<file path="src/rtl/ctrl_clk_div.sv">
// Multi-channel programmable clock-enable / divided-clock generator with a
// glitch-free ratio update path and a settle-based lock indicator.
module ctrl_clk_div #(
  parameter int NUM_CH      = 5,
  parameter int DIV_W       = 8,
  parameter int DIV_INIT    = 1,
  parameter int LOCK_CYCLES = 16,
  localparam int CH_W       = (NUM_CH > 1) ? $clog2(NUM_CH) : 1
) (
  input  logic              inclk0,
  input  logic              areset,
  input  logic              cfg_valid,
  input  logic [CH_W-1:0]   cfg_ch,
  input  logic [DIV_W-1:0]  cfg_div,
  output logic              cfg_ready,
  output logic [NUM_CH-1:0] ce,
  output logic [NUM_CH-1:0] c,
  output logic              locked
);

  localparam int SET_W = (LOCK_CYCLES > 1) ? $clog2(LOCK_CYCLES) : 1;

  typedef enum logic {WAIT, LOCKED} lock_state_t;

  lock_state_t state, state_nx;

  logic              run;
  logic [DIV_W-1:0]  act    [NUM_CH];
  logic [DIV_W-1:0]  act_nx [NUM_CH];
  logic [DIV_W-1:0]  cnt    [NUM_CH];
  logic [DIV_W-1:0]  cnt_nx [NUM_CH];
  logic [NUM_CH-1:0] wrap;
  logic [NUM_CH-1:0] hit;
  logic [NUM_CH-1:0] ce_nx;
  logic [NUM_CH-1:0] c_nx;
  logic [NUM_CH-1:0] ce_q;
  logic [NUM_CH-1:0] c_q;

  logic              pend_valid;
  logic [CH_W-1:0]   pend_ch;
  logic [DIV_W-1:0]  pend_div;
  logic              pend_done;
  logic              tgt_stopped;

  logic              accept;
  logic              ch_ok;
  logic              upd;
  logic [SET_W-1:0]  settle;

  function automatic logic [DIV_W-1:0] half_up(input logic [DIV_W-1:0] n);
    return (n >> 1) + DIV_W'(n[0]);
  endfunction

  assign cfg_ready = run && !pend_valid;
  assign accept    = cfg_valid && cfg_ready;
  assign ch_ok     = int'(cfg_ch) < NUM_CH;
  assign upd       = accept && ch_ok;
  assign ce        = ce_q;
  assign c         = c_q;

  // run stays low until the first edge after reset release so every output
  // (including cfg_ready) starts from that edge.
  always_ff @(posedge inclk0 or posedge areset) begin
    if (areset) run <= 1'b0;
    else        run <= 1'b1;
  end

  // A running channel only swaps ratio on its wrap cycle; a stopped channel
  // takes the new ratio straight away. Outputs are decoded from next state so
  // ce/c line up with the registered counter.
  always_comb begin
    pend_done   = 1'b0;
    tgt_stopped = 1'b0;
    for (int i = 0; i < NUM_CH; i++) begin
      act_nx[i] = act[i];
      cnt_nx[i] = cnt[i];
      wrap[i]   = (act[i] != '0) && (cnt[i] == act[i] - DIV_W'(1));
      hit[i]    = (cfg_ch == CH_W'(i));
      if (hit[i] && act[i] == '0)
        tgt_stopped = 1'b1;
      if (run) begin
        if (act[i] == '0) begin
          cnt_nx[i] = '0;
          if (upd && hit[i])
            act_nx[i] = cfg_div;
        end else if (wrap[i]) begin
          cnt_nx[i] = '0;
          if (pend_valid && pend_ch == CH_W'(i)) begin
            act_nx[i] = pend_div;
            pend_done = 1'b1;
          end
        end else begin
          cnt_nx[i] = cnt[i] + DIV_W'(1);
        end
      end
      ce_nx[i] = (act_nx[i] != '0) && (cnt_nx[i] == act_nx[i] - DIV_W'(1));
      c_nx[i]  = (act_nx[i] != '0) && (cnt_nx[i] < half_up(act_nx[i]));
    end
  end

  always_ff @(posedge inclk0 or posedge areset) begin
    if (areset) begin
      for (int i = 0; i < NUM_CH; i++) begin
        act[i] <= DIV_W'(DIV_INIT);
        cnt[i] <= '0;
      end
      ce_q <= '0;
      c_q  <= '0;
    end else begin
      for (int i = 0; i < NUM_CH; i++) begin
        act[i] <= act_nx[i];
        cnt[i] <= cnt_nx[i];
      end
      ce_q <= ce_nx;
      c_q  <= c_nx;
    end
  end

  // Single outstanding update slot; only used for channels that are running.
  always_ff @(posedge inclk0 or posedge areset) begin
    if (areset) begin
      pend_valid <= 1'b0;
      pend_ch    <= '0;
      pend_div   <= '0;
    end else if (pend_done) begin
      pend_valid <= 1'b0;
    end else if (upd && !tgt_stopped) begin
      pend_valid <= 1'b1;
      pend_ch    <= cfg_ch;
      pend_div   <= cfg_div;
    end
  end

  always_ff @(posedge inclk0 or posedge areset) begin
    if (areset) state <= WAIT;
    else        state <= state_nx;
  end

  always_comb begin
    state_nx = state;
    case (state)
      WAIT:    if (!upd && run && !pend_valid && settle == '0) state_nx = LOCKED;
      LOCKED:  if (upd) state_nx = WAIT;
      default: state_nx = WAIT;
    endcase
  end

  always_comb begin
    locked = (state == LOCKED);
  end

  // Settle count freezes while a ratio is waiting for its wrap point.
  always_ff @(posedge inclk0 or posedge areset) begin
    if (areset)
      settle <= SET_W'(LOCK_CYCLES - 1);
    else if (upd)
      settle <= SET_W'(LOCK_CYCLES - 1);
    else if (state == WAIT && run && !pend_valid && settle != '0)
      settle <= settle - SET_W'(1);
  end

endmodule
</file>
<file path="config.mk">
export PLATFORM = sky130hd
export DESIGN_NAME = ctrl_clk_div
export DESIGN_NICKNAME = d
export VERILOG_FILES = /design/src/rtl/ctrl_clk_div.sv
export SDC_FILE = /design/constraint.sdc
export NUM_CORES = 1
export LEC_CHECK = 0
export CORE_ASPECT_RATIO = 1.1
export CORE_MARGIN = 2
export CORE_UTILIZATION = 45
export CTS_CLUSTER_DIAMETER = 30
export DETAILED_ROUTE_END_ITERATION = 12
export PLACE_DENSITY = 0.73
export SKIP_LAST_GASP = 1
export SLEW_MARGIN = 0
export SYNTH_ARGS = -nofsm -noshare
export SYNTH_HDL_FRONTEND = slang
export SYNTH_SLANG_ARGS = --single-unit
export TNS_END_PERCENT = 1
</file>
<file path="constraint.sdc">
create_clock -name inclk0 -period 6.1 [get_ports inclk0]
set_input_delay 0.61 -clock inclk0 [delete_from_list [all_inputs] [get_ports inclk0]]
set_output_delay 0.61 -clock inclk0 [all_outputs]
set_load 0.1 [all_outputs]
</file>
==> results of run 1 <==
through the flow:
stage | power (W) | instances | setup WS [ps] | instance area, um^2 | hold WS [ps]
floorplan | 0.00173 | 1185 | 1290 | 9910 | 488
global placement | 0.00193 | 1460 | 1060 | 10400 | 505
detailed placement | 0.00196 | 1460 | 943 | 10400 | 510
CTS | 0.00261 | 1476 | 1300 | 10700 | 522
global route | 0.00277 | 1476 | 920 | 10700 | 537
finish | 0.00260 | 1476 | 1290 | 10700 | 516
cell type report:
| cell class | count | area (um^2) | share of cell area |
|---|---|---|---|
| clock buffers | 10 | 229 | 0.0214 |
| inverters | 71 | 269 | 0.0251 |
| repair buffers | 34 | 318 | 0.0296 |
| clock inverters | 6 | 88.8 | 0.00829 |
| flip-flops and latches | 108 | 2720 | 0.253 |
| multi-input cells | 957 | 6740 | 0.628 |
| well taps | 290 | 363 | 0.0339 |
layout by cell type, fill, tap and decap left out, types with 8 or more instances in the layout:
master           instances
a21o_1                  20
a21oi_1                 51
a31oi_1                  8
and2_1                  19
and3_1                  30
buf_4                    9
clkbuf_16                9
clkdlybuf4s50_1         25
dfrtp_1                 98
dfstp_2                  9
ha_1                    63
inv_1                   68
mux2_2                  16
mux2i_1                 22
nand2_1                 86
nand2b_1                22
nand3_1                 45
nand3b_1                 9
nand4_1                 22
nand4b_1                 8
nor2_1                  85
nor3_1                  41
nor4_1                  19
o21ai_0                 61
o22ai_1                 10
o2bb2ai_1               19
or2_2                   10
or3_1                    8
xnor2_1                 80
xor2_1                  30
sequential cells by signal (all words and copies together), names as in the netlist:
name        count
pend_valid      1
ce              5
c               5
run             1
pend_ch         3
settle          4
cnt            40
pend_div        8
locked          1
act            40
power by group through the flow:
stage          Combinational [W]  Sequential (W)  Clock, W
2_1_floorplan           0.000732        0.000999         0
3_3_place_gp            0.000954        0.000980         0
3_5_place_dp            0.000978        0.000983         0
4_1_cts                 0.000984        0.000970  0.000653
5_1_grt                  0.00110        0.000992  0.000679
6_report                0.000982        0.000973  0.000642
worst min-delay path: stages, from the launching register on:
cell and delay [ps]:
dfstp_2 380, nand2_1 50, o211ai_1 80
routing by layer:
metal / part of all wire / up-vias / GRT usage
met1: 0.44 / 4327 / 0.292
met3: 0.057 / 44 / 0.0294
li1: - / 4360 / -
met5: 0 / - / 0
met4: 0.020 / 0 / 0.0651
met2: 0.49 / 321 / 0.391
worst max path at each step:
| stage | end | from | depth (start not counted) | slack [ps] |
|---|---|---|---|---|
| global route | c[2]$_DFF_PP0_ | cfg_ch[2] | 14 | 920 |
| finish | c[2]$_DFF_PP0_ | cfg_ch[2] | 16 | 1290 |
| floorplan | c[4]$_DFF_PP0_ | pend_valid$_DFFE_PP0P_ | 14 | 1290 |
| global placement | c[2]$_DFF_PP0_ | cfg_ch[2] | 16 | 1060 |
| detailed placement | c[2]$_DFF_PP0_ | cfg_ch[2] | 16 | 940 |
| CTS | c[2]$_DFF_PP0_ | cfg_ch[2] | 16 | 1300 |
cell families (layout without fill, tap and decap cells):
group	Yosys count	count (layout)	synth area share
buf+inv	120	121	0.0465
mux	40	40	0.0429
compound gates	289	289	0.208
flops	108	108	0.274
simple gates	453	453	0.249
xor+xnor	111	111	0.0995
other cells	1	1	0.000378
fa+ha+maj	63	63	0.0795
==> metrics.md, run 1 <==
| Metric | Value |
|---|---|
| Status | `finished clean` |
| Post-synthesis sequential area ratio | `0.274` |
| Cell Rows | `56` |
| Final setup fails | `0` |
| Routed WL | `26,000 um` |
| Fillers | `2,040` |
| Kind of critical path | `in2reg` |
| FF-to-FF Start | `act[16]$_DFF_PP1_` |
| Post-synth EDFFs | `0` |
| Crit path time final | `4810 ps` |
| Post-synth top area share | `0.250` |
| Largest net degree at the start of global routing | `65` |
| Clock Latency Late Sink | `360 ps` |
| First-pass GRT wire length | `43,400 um` |
| Hold_buf cts | `0` |
| Worst reg-to-reg path cell count | `17` |
| Worst hold path endpoint | `settle[1]$_DFFE_PP1P_` |
| Psw | `0.00100 W` |
| Biggest cell delay along the critical path | `790 ps` |
| Fmax | `0.208 GHz` |
| 1st-iter DRT viols | `753` |
| Combinational share of power | `0.378` |
| Slew Limit Fails | `0` |
| # H-tree levels | `3` |
| Delay-heaviest family, CP | `compound AO/OA/AOI/OAI gates` |
| Internal | `0.00160 W` |
| Total CTS buffers | `9` |
| Reg-to-reg setup timing slack | `1350 ps` |
| Setup Skew | `11.0 ps` |
| Tcrit/Tclk final | `0.788` |
| Leak pwr | `4.50 nW` |
| DR vias | `9,052` |
| Detail Placement HPWL | `19,400 um` |
| Seq pwr share | `0.375` |
| Hold path depth | `2` |
| Worst path cell trace | `clkdlybuf4s50_1, nor4bb_1, nand3b_1, o21ai_0, o22ai_1, a311oi_1, inv_1, ha_1, ha_1, inv_1, ha_1, o21a_1, o21a_1, o21ai_0, a21oi_1, a2111oi_0` |
| Power Density | `242 nW/um^2` |
| FF-to-FF End | `c[2]$_DFF_PP0_` |
| Max Root-Sink Buffers | `2` |
| Mapped Cells | `1,185` |
| PostCTS Resize Cnt | `0` |
| Synth unique cells | `98` |
| Vias in the first global route | `8,609` |
| Hold Path Origin | `settle[1]$_DFFE_PP1P_` |
| Ratio of cells with drive above 1 in the final layout | `0.0793` |
| Number of diodes | `0` |
| Synthesis-stage register bit count | `108` |
| Critical path required time | `6330 ps` |
| Die width | `146 um` |
| Setup Total Neg Slack | `0 ps` |
| Root Buffer Master | `clkbuf_16` |
| Final Util | `0.500` |
| I/O pin cnt | `26` |
| Clock slew at reported path FFs | `80 ps` |
| CP Capture Type | `flop` |
| Syn Nets | `1,262` |
| Core area | `21,400 um^2` |
| Max Cap Violations | `0` |
| Critical Path AT | `5040 ps` |
| Worst setup SP type | `primary input` |
| Crit-path slowest cell | `nor4bb_1` |
| Post-synthesis average cell area | `8.36 um^2` |
| Tightest Pin Transition | `981 ps` |
| Hold/Removal Path Class | `reg2reg` |
| Vias per cell | `6.13` |
| Critical path fanouts, max | `8` |
| Synth top cells by count | `dfrtp_1, nand2_1, nor2_1` |
| ANT nets after route | `0` |
| Area grow syn2layout | `8.16%` |
| Global-route usage over all layers | `0.225` |
| WL/cell | `17.6 um` |
| Drt first pass iters | `5` |
| Crit path buf inv count | `3` |
| CTS tree | `done` |
| Total grt overflow | `0` |
| # nets final | `1,258` |
| Synth area leaders | `dfrtp_1, ha_1, xnor2_1` |
| RSZ-0062 raised after global routing | `false` |
| Die Span Y | `160 um` |
| Hold Fails Final Rpt | `0` |
| Synthesis warning total | `0` |
| Most used cell, CP | `ha_1` |
| Synth Cell Area | `9910 um^2` |
| Initial Util | `0.462` |
| RePlAce Congestion | `0.899` |
| Count leader, synth | `dfrtp_1` |
| Initial antenna violation count | `0` |
| Clock sinks | `108` |
| Die area | `23,200 um^2` |
| Async S/R FF share, synth | `1.00` |
| Peak supply drop | `145 uV` |
| IO Port Bufs | `25` |
| Clk pwr share | `0.247` |
| Post-CTS Repair Setup Buffers | `0` |
| Sw Ratio | `0.386` |
| Slew margin rel. | `0.344` |
| Cell accounting for the most synthesized area | `dfrtp_1` |
| # DRC | `0` |
| Top FF cell, synth | `dfrtp_1` |
Power figures use the tool's default switching activity.
==> inputs of run 2 (changes only) <==
clock period = 4.8 ns   (was 6.1 ns; I/O delays follow)
==> metrics.md, run 2 (synthesis gave the netlist of run 1 again) <==
| Metric | Value |
|---|---|
| Max Cap Violations | `0 (unchanged)` |
| Tightest Pin Transition | `980 ps (-1.14 ps)` |
| Setup Skew | `9.32 ps (-1.64 ps)` |
| Hold Slack | `518 ps (+1.78 ps)` |
| Most common cell after layout, fill and taps aside | `dfrtp_1` |
| Clock sinks | `108 (unchanged)` |
| Worst setup SP type | `flop` |
| Clock Latency Late Sink | `370 ps (about the same)` |
| Commonest cells after routing, fill and taps aside | `dfrtp_1, nand2_1, nor2_1` |
| Vias in the first global route | `8,815 (+2.4%)` |
| Total CTS buffers | `9 (unchanged)` |
| Worst reg-to-reg path cell count | `19 (+2)` |
| Routed WL | `26,800 um (+3.1%)` |
| FF-to-FF End | `c[0]$_DFF_PP0_` |
| CTS tree | `done` |
| Root Buffer Master | `clkbuf_16` |
| I/O pin cnt | `26 (unchanged)` |
| Number of diodes | `0 (unchanged)` |
| RePlAce Congestion | `0.908 (+1.0%)` |
| Detail Placement HPWL | `20,200 um (+4.0%)` |
| Largest net degree at the start of global routing | `47 (-28%)` |
| Final setup fails | `0 (unchanged)` |
| Post-placement cell count | `1,482 (+1.5%)` |
| Area grow syn2layout | `9.88%` |
| Die width | `146 um (unchanged)` |
| Critical path required time | `5110 ps (-1220 ps)` |
| Leak pwr | `4.61 nW (+2.5%)` |
| DR vias | `9,095 (+0.48%)` |
| Max Root-Sink Buffers | `2 (unchanged)` |
| Status | `finished clean` |
| Post-route cell area | `10,900 um^2 (+1.6%)` |
| # H-tree levels | `3 (unchanged)` |
| Global-route usage over all layers | `0.234 (+0.00947)` |
| Critical Path AT | `4860 ps (-180 ps)` |
| Post-CTS Repair Setup Buffers | `0 (unchanged)` |
| Sequential cell area | `2720 um^2 (unchanged)` |
| Tcrit/Tclk final | `0.949` |
| WL/cell | `17.9 um (+1.6%)` |
| Slew Limit Fails | `0 (unchanged)` |
| Slew margin rel. | `0.345 (+0.000763)` |
| Multi-input gate area | `6750 um^2 (+0.24%)` |
| # nets final | `1,280 (+1.7%)` |
| Peak supply drop | `260 uV (+80%)` |
| CP Launch Point | `act[33]$_DFF_PP0_` |
| Initial Util | `0.462 (unchanged)` |
| Vias per cell | `6.07 (-1.0%)` |
| Critical path fanouts, max | `8 (unchanged)` |
| Registers with the most flip-flops | `act x40, cnt x40, pend_div x8` |
| DP Area | `10,600 um^2 (+1.6%)` |
| Hold Fails Final Rpt | `0 (unchanged)` |
| Die Span Y | `160 um (unchanged)` |
| Critical Path Sink | `c[0]$_DFF_PP0_` |
| Fillers | `2,026 (-0.69%)` |
| Die area | `23,200 um^2 (unchanged)` |
| Ratio of cells with drive above 1 in the final layout | `0.0993 (+0.0201)` |
| Drt first pass iters | `5 (unchanged)` |
| RSZ-0062 raised after global routing | `true` |
| FF-to-FF Start | `act[33]$_DFF_PP0_` |
| IO Port Bufs | `25 (unchanged)` |
| Power Density | `303 nW/um^2 (+25%)` |
| First-pass GRT wire length | `44,800 um (+3.3%)` |
| CP Capture Type | `flop` |
| Fmax | `0.220 GHz` |
| Initial antenna violation count | `0 (unchanged)` |
| ANT nets after route | `0 (unchanged)` |
| Cell Rows | `56 (unchanged)` |
| Clock slew at reported path FFs | `80 ps (about the same)` |
| Total grt overflow | `0 (unchanged)` |
| Kind of critical path | `reg2reg` |
| 1st-iter DRT viols | `756 (+0.40%)` |
| Reg-to-reg setup timing slack | `250 ps (-1100 ps)` |
| Crit path time final | `4550 ps` |
| Finished Layout Cells | `1,498 (+1.5%)` |
| # DRC | `0 (unchanged)` |
| Hold/Removal Path Class | `reg2reg` |
| Core area | `21,400 um^2 (unchanged)` |
[run 2: area by class of cell]
type	count	area share
Clock buffer	9	0.0207
Multi-Input combinational cell	957	0.620
Clock inverter	7	0.00758
Inverter	71	0.0247
Timing Repair Buffer	56	0.0443
Sequential cell	108	0.249
Tap cell	290	0.0333
[run 2: critical path: stages, from the launching register on]
cell      delay [ps]
dfrtp_1          420
inv_1            110
ha_1             200
nor3b_4          380
mux2_2           380
o22ai_1          290
o22ai_2          200
or2_1            360
mux2i_1          290
nand2_1          110
inv_1             90
ha_1             160
and2_1           170
nand4_1          120
xnor2_1          140
ha_1             310
a21o_1           180
a21o_1           160
a221oi_1         230
o31a_1           170
[run 2: where the power goes]
group	internal, W	switching (W)
sequential	0.00104	0.000194
clock	0.000414	0.000389
combinational	0.000535	0.000728
total	0.00199	0.00131
[run 2: repair_timing]
item / in CTS / in global routing
setup endpoints to repair: 0 / 5
endpoints found under the hold margin: 0 / 0
gates resized for setup: 0 / 3
hold buffers: 0 / 0
[run 2: through the flow]
step	utilization	worst slack (ps)	power (W)	TNS [ps]
5_1_grt	0.508	-63.4	0.00354	-178
6_report	0.508	246	0.00330	0
3_3_place_gp	0.493	267	0.00247	0
4_1_cts	0.507	168	0.00331	0
2_1_floorplan	-	472	0.00220	0
3_5_place_dp	0.493	176	0.00251	0
[run 2: worst min-delay path by stage]
stage,cells after the start,to,start
after global routing,1,pend_div[7]$_DFFE_PP0P_,pend_div[7]$_DFFE_PP0P_
after CTS,2,settle[1]$_DFFE_PP1P_,settle[1]$_DFFE_PP1P_
after global placement,2,settle[1]$_DFFE_PP1P_,settle[1]$_DFFE_PP1P_
after floorplan,2,settle[1]$_DFFE_PP1P_,settle[1]$_DFFE_PP1P_
after detailed placement,2,settle[1]$_DFFE_PP1P_,settle[1]$_DFFE_PP1P_
final,2,settle[1]$_DFFE_PP1P_,settle[1]$_DFFE_PP1P_
[run 2: layer usage]
| layer | up-vias | GRT usage | part of all wire |
|---|---|---|---|
| met5 | - | 0 | 0 |
| met4 | 0 | 0.0713 | 0.025 |
| met3 | 54 | 0.0391 | 0.055 |
| met2 | 287 | 0.410 | 0.49 |
| met1 | 4359 | 0.296 | 0.43 |
| li1 | 4395 | - | - |
